[src/rtl/uart_rx.sv]
// uart_rx: 8N1 serial receiver with a one-byte output buffer.
// The line is sampled mid-bit by a per-bit counter; a completed byte is held
// on rx_data/rx_valid until consumed, and overrun/frame_err report dropped
// or malformed frames with single-cycle pulses.
module uart_rx #(
    parameter int unsigned CLKS_PER_BIT = 868
) (
    input  logic       clk,
    input  logic       reset,
    input  logic       rs_rx,
    output logic [7:0] rx_data,
    output logic       rx_valid,
    input  logic       rx_ready,
    output logic       frame_err,
    output logic       overrun
);

    localparam int unsigned     CNT_W    = $clog2(CLKS_PER_BIT);
    localparam logic [CNT_W-1:0] CNT_HALF = CNT_W'(CLKS_PER_BIT / 2 - 1);
    localparam logic [CNT_W-1:0] CNT_LAST = CNT_W'(CLKS_PER_BIT - 1);

    typedef enum logic [2:0] {
        IDLE,
        START,
        DATA,
        STOP,
        WAIT_IDLE
    } state_e;

    logic             meta_q;
    logic             rx_s_q;
    state_e           state_q,     state_d;
    logic [CNT_W-1:0] cnt_q,       cnt_d;
    logic [2:0]       idx_q,       idx_d;
    logic [7:0]       shift_q,     shift_d;
    logic [7:0]       rx_data_q,   rx_data_d;
    logic             rx_valid_q,  rx_valid_d;
    logic             frame_err_q, frame_err_d;
    logic             overrun_q,   overrun_d;
    logic             deliver;

    // Two-flop synchronizer; resets to the idle-high line level.
    always_ff @(posedge clk or posedge reset) begin
        if (reset) begin
            meta_q <= 1'b1;
            rx_s_q <= 1'b1;
        end else begin
            // NOTE: non-blocking assignments make both flops sample the
            // pre-edge values, giving a true two-stage shift.
            meta_q <= rs_rx;
            rx_s_q <= meta_q;
        end
    end

    // State, counter, shift register and output registers.
    always_ff @(posedge clk or posedge reset) begin
        if (reset) begin
            state_q     <= IDLE;
            cnt_q       <= '0;
            idx_q       <= '0;
            shift_q     <= '0;
            rx_data_q   <= '0;
            rx_valid_q  <= 1'b0;
            frame_err_q <= 1'b0;
            overrun_q   <= 1'b0;
        end else begin
            state_q     <= state_d;
            cnt_q       <= cnt_d;
            idx_q       <= idx_d;
            shift_q     <= shift_d;
            rx_data_q   <= rx_data_d;
            rx_valid_q  <= rx_valid_d;
            frame_err_q <= frame_err_d;
            overrun_q   <= overrun_d;
        end
    end

    // Frame decoder: next state, bit counter, bit index and shift register.
    always_comb begin
        // NOTE: every output of this block gets a default first so that no
        // path through the case statement can infer a latch.
        state_d     = state_q;
        cnt_d       = cnt_q + CNT_W'(1);
        idx_d       = idx_q;
        shift_d     = shift_q;
        frame_err_d = 1'b0;
        deliver     = 1'b0;

        unique case (state_q)
            IDLE: begin
                cnt_d = '0;
                if (!rx_s_q) begin
                    state_d = START;
                end
            end
            START: begin
                if (cnt_q == CNT_HALF) begin
                    cnt_d = '0;
                    idx_d = '0;
                    // A start bit that is already high again was a glitch.
                    state_d = rx_s_q ? IDLE : DATA;
                end
            end
            DATA: begin
                if (cnt_q == CNT_LAST) begin
                    cnt_d          = '0;
                    shift_d[idx_q] = rx_s_q;
                    if (idx_q == 3'd7) begin
                        state_d = STOP;
                    end else begin
                        idx_d = idx_q + 3'd1;
                    end
                end
            end
            STOP: begin
                if (cnt_q == CNT_LAST) begin
                    cnt_d = '0;
                    if (rx_s_q) begin
                        deliver = 1'b1;
                        state_d = IDLE;
                    end else begin
                        frame_err_d = 1'b1;
                        state_d     = WAIT_IDLE;
                    end
                end
            end
            WAIT_IDLE: begin
                // A broken line must return high before a new start counts.
                cnt_d = '0;
                if (rx_s_q) begin
                    state_d = IDLE;
                end
            end
            default: begin
                state_d = IDLE;
                cnt_d   = '0;
            end
        endcase
    end

    // Output buffer: load on delivery when free or consumed the same cycle,
    // otherwise drop the new byte and flag overrun.
    always_comb begin
        rx_data_d  = rx_data_q;
        rx_valid_d = rx_valid_q;
        overrun_d  = 1'b0;

        if (rx_valid_q && rx_ready) begin
            rx_valid_d = 1'b0;
        end

        if (deliver) begin
            if (!rx_valid_q || rx_ready) begin
                rx_data_d  = shift_q;
                rx_valid_d = 1'b1;
            end else begin
                overrun_d = 1'b1;
            end
        end
    end

    assign rx_data   = rx_data_q;
    assign rx_valid  = rx_valid_q;
    assign frame_err = frame_err_q;
    assign overrun   = overrun_q;

endmodule

[config.mk]
export PLATFORM = sky130hd
export DESIGN_NAME = uart_rx
export DESIGN_NICKNAME = d
export VERILOG_FILES = /design/src/rtl/uart_rx.sv
export SDC_FILE = /design/constraint.sdc
export NUM_CORES = 1
export LEC_CHECK = 0
export CAP_MARGIN = 20
export CORE_ASPECT_RATIO = 0.5
export CORE_UTILIZATION = 55
export CTS_BUF_LIST = sky130_fd_sc_hd__clkbuf_8 sky130_fd_sc_hd__clkbuf_16
export DETAILED_ROUTE_END_ITERATION = 7
export PLACE_DENSITY = 0.76
export SETUP_SLACK_MARGIN = 0.02
export SLEW_MARGIN = 10
export SYNTH_ARGS = -nofsm -noshare
export SYNTH_HDL_FRONTEND = slang
export SYNTH_SLANG_ARGS = --single-unit
[constraint.sdc]
create_clock -name clk -period 2 [get_ports clk]
set_input_delay 0.4 -clock clk [delete_from_list [all_inputs] [get_ports clk]]
set_output_delay 0.4 -clock clk [all_outputs]
set_load 0.005 [all_outputs]
==> reports/results.ini <==
[timing]
fin_skew_ns = 0.00577
worstMarginPinSlew_ns = 0.471
rsz0062_at_grt = false
worst_slack_ns = 0.121
drv_slew = 0
setup-violations-final = 0
fin_crit_ns = 1.88
period_share_pct = 94.0
hold_viol = 0
fmax_ghz = 0.532
slew_headroom_pct = 68.6

[yosys]
synth_area_um2 = 1790
synth_fp_nets = 164
ys_ff_latch = 37
syn_avg_cell_area_um2 = 11.4
ys.warnings.count = 0
seq_area_frac_synth_pct = 52.0
ys_types = 43
synth_cells = 156

[cts]
post_cts_buffers = 0
cts.sinks = 37
cts_tree = done
clk_latency_ns = 0.29
clk_path_buf_depth = 2
cts_made_buffers = 5
cts.reportedPaths.clkPinSlew_ns = 0.07
htreeDepth = 2
cts_hold_repair.buffers = 0
cts-root-buf = clkbuf_8

[worst_hold_path]
min_path_type = reg2reg
hold_depth = 0

[layout]
area_delta_synth_final_pct = 19.9
layout.nets = 192
fin_area_um2 = 2140
finalNonFillerCells = 224
post-route-util_pct = 70.2
drive_above_1_share_pct = 23.4
antenna_cells = 0

[place]
placedCellCount = 217
place.port_buffers = 14
gp_congestion = 0.779
hpwl_um = 2410
place_ws_ns = -0.0460
place_area_um2 = 2030

[pwr]
fin_total_pwr_mw = 1.31
peakVddDrop_uv = 467
pwr_density_cell_nw_per_um2 = 610
leakage_nw = 0.980

[floorplanning]
placementRows = 14
fp.dieW_um = 82.6
coreArea_um2 = 3050
start_util_pct = 58.6
die_h_um = 42.3
dieArea_um2 = 3490
ios = 15

[run_status]
status = finished clean

[global_routing]
top_usage_layer = met2
grt_antenna_before_repair = 0
use_met3_pct = 8.04
grt.overflow.total = 0
grtUsageMet2_pct = 38.0
grt_pass1_wl_um = 5750
grt_pass1_vias = 1292
grt_use_total_pct = 22.7
grt_max_degree = 38
grt_util_met1_pct = 27.0

[critical_path]
reg2reg_depth = 5
path_class = reg2reg
crit_path_end_kind = register
crit_fanout = 8
cp-start-kind = register
crit_required_ns = 2.17
critical_path_arrival_ns = 2.05

[drt]
drt_iter0_drc = 72
wl_per_cell_um = 15.2
wl_um = 3400
drc = 0
dr_total_vias = 1284
routed_via_density = 5.73
final_antenna_net_count = 0
dr.pass1.iters = 4

[run]
max_cap_violations = 0

layout make-up:
cell class / instances / area (um^2)
clock buffer: 6 / 82.6
clock inverter: 1 / 7.51
multi-input combinational: 110 / 831
timing repair buffer: 25 / 223
fill: 220 / 907
sequential: 37 / 928
tap: 40 / 50.0
inverter: 5 / 18.8
worst paths after layout:
check,slack [ns],from,end
max,0.12,cnt_q[0]$_DFF_PP0_,rx_data[4]$_DFFE_PP0P_
max in group asynchronous,1.10,reset,meta_q$_DFF_PP1_
min,0.36,meta_q$_DFF_PP1_,rx_s_q$_DFF_PP1_
min reg2reg,0.36,meta_q$_DFF_PP1_,rx_s_q$_DFF_PP1_
min in group asynchronous,0.54,reset,rx_data[3]$_DFFE_PP0P_
max reg2reg,0.12,cnt_q[0]$_DFF_PP0_,rx_data[4]$_DFFE_PP0P_
through the flow:
stage                     TNS [ns]  hold slack [ns]
after floorplan                  0            0.345
after global placement     -0.0552            0.346
after detailed placement    -0.332            0.347
after CTS                        0            0.357
after global routing             0            0.364
final                            0            0.356
state kept, by name, indices dropped and copies added, names as in the netlist:
name / flops
rx_data: 8
state_q: 3
cnt_q: 10
rx_valid: 1
frame_err: 1
overrun: 1
idx_q: 3
shift_q: 8
meta_q: 1
rx_s_q: 1
critical path, stage by stage (launching register included):
cell     delay, ns
dfrtp_1       0.41
ha_1          0.23
and2_2        0.23
nand2_4       0.08
or3b_4        0.49
mux2_4        0.32
synth_stat cells, drive strengths merged:
library cell	number	share of area, %
nand3	5	1.4
nand2b	2	0.70
buf	3	1.2
mux2i	2	1.1
and3	2	0.84
nor3	3	0.84
nor2	17	3.6
nand4	5	1.8
nor4bb	2	1.1
a22o	1	0.56
a2bb2oi	1	0.49
a31oi	1	0.35
clkbuf	1	0.21
dfstp	2	2.9
nand4b	1	0.49
and4	2	1.1
and4bb	1	0.91
inv	5	1.1
mux2	11	8.6
nor2b	2	0.70
o32ai	1	0.49
o22ai	1	0.35
o31ai	6	2.5
a221oi	1	0.84
dfrtp	35	49
or3b	2	0.98
nand2	14	3.4
o21ai	6	1.7
nor4b	1	0.49
xor2	5	2.5
or3	1	0.35
and2	1	0.42
ha	4	2.8
a311oi	1	0.49
xnor2	3	1.5
a21oi	3	0.84
nor3b	2	1.5
layer usage:
metal | wire (um) | vias to the layer above
met3 | 152 | 6
met2 | 1590 | 26
li1 | - | 613
met1 | 1620 | 639
met4 | 38 | 0
met5 | 0 | -
logic make-up after synthesis:
family                     synth area share (%)
adders and majority gates                  2.80
muxes                                      9.74
AOI/OAI and AO/OA                          8.62
buffers and inverters                      2.45
and+or+nand+nor                            20.5
DFF                                        52.0
xor gates and xnor gates                   3.92
power breakdown:
part | internal (mW) | total, mW | switching [mW] | leakage (nW)
clock network | 0.272 | 0.528 | 0.255 | 0.0433
registers | 0.752 | 0.754 | 0.00240 | 0.495
logic | 0.00752 | 0.0250 | 0.0175 | 0.441
layout by cell type (no fill, tap or decap), types with 2 or more instances in the layout:
cell,n
nand4_1,5
o31ai_1,6
a21oi_1,3
xnor2_1,3
o21ai_0,6
mux2_2,3
xor2_1,5
mux2i_1,2
mux2_4,8
nor2_1,17
dfrtp_1,35
dfstp_2,2
ha_1,4
and3_2,2
nor3_1,3
buf_4,11
nand2b_1,2
nand3_1,5
clkdlybuf4s50_1,14
inv_1,5
nand2_1,13
clkbuf_8,6
nor2b_1,2
what timing repair did:
action,4_1_cts,5_1_grt
gates resized for setup,2,1
endpoints found under the setup margin,9,4
pin swaps,0,0
Power figures use the tool's default switching activity.
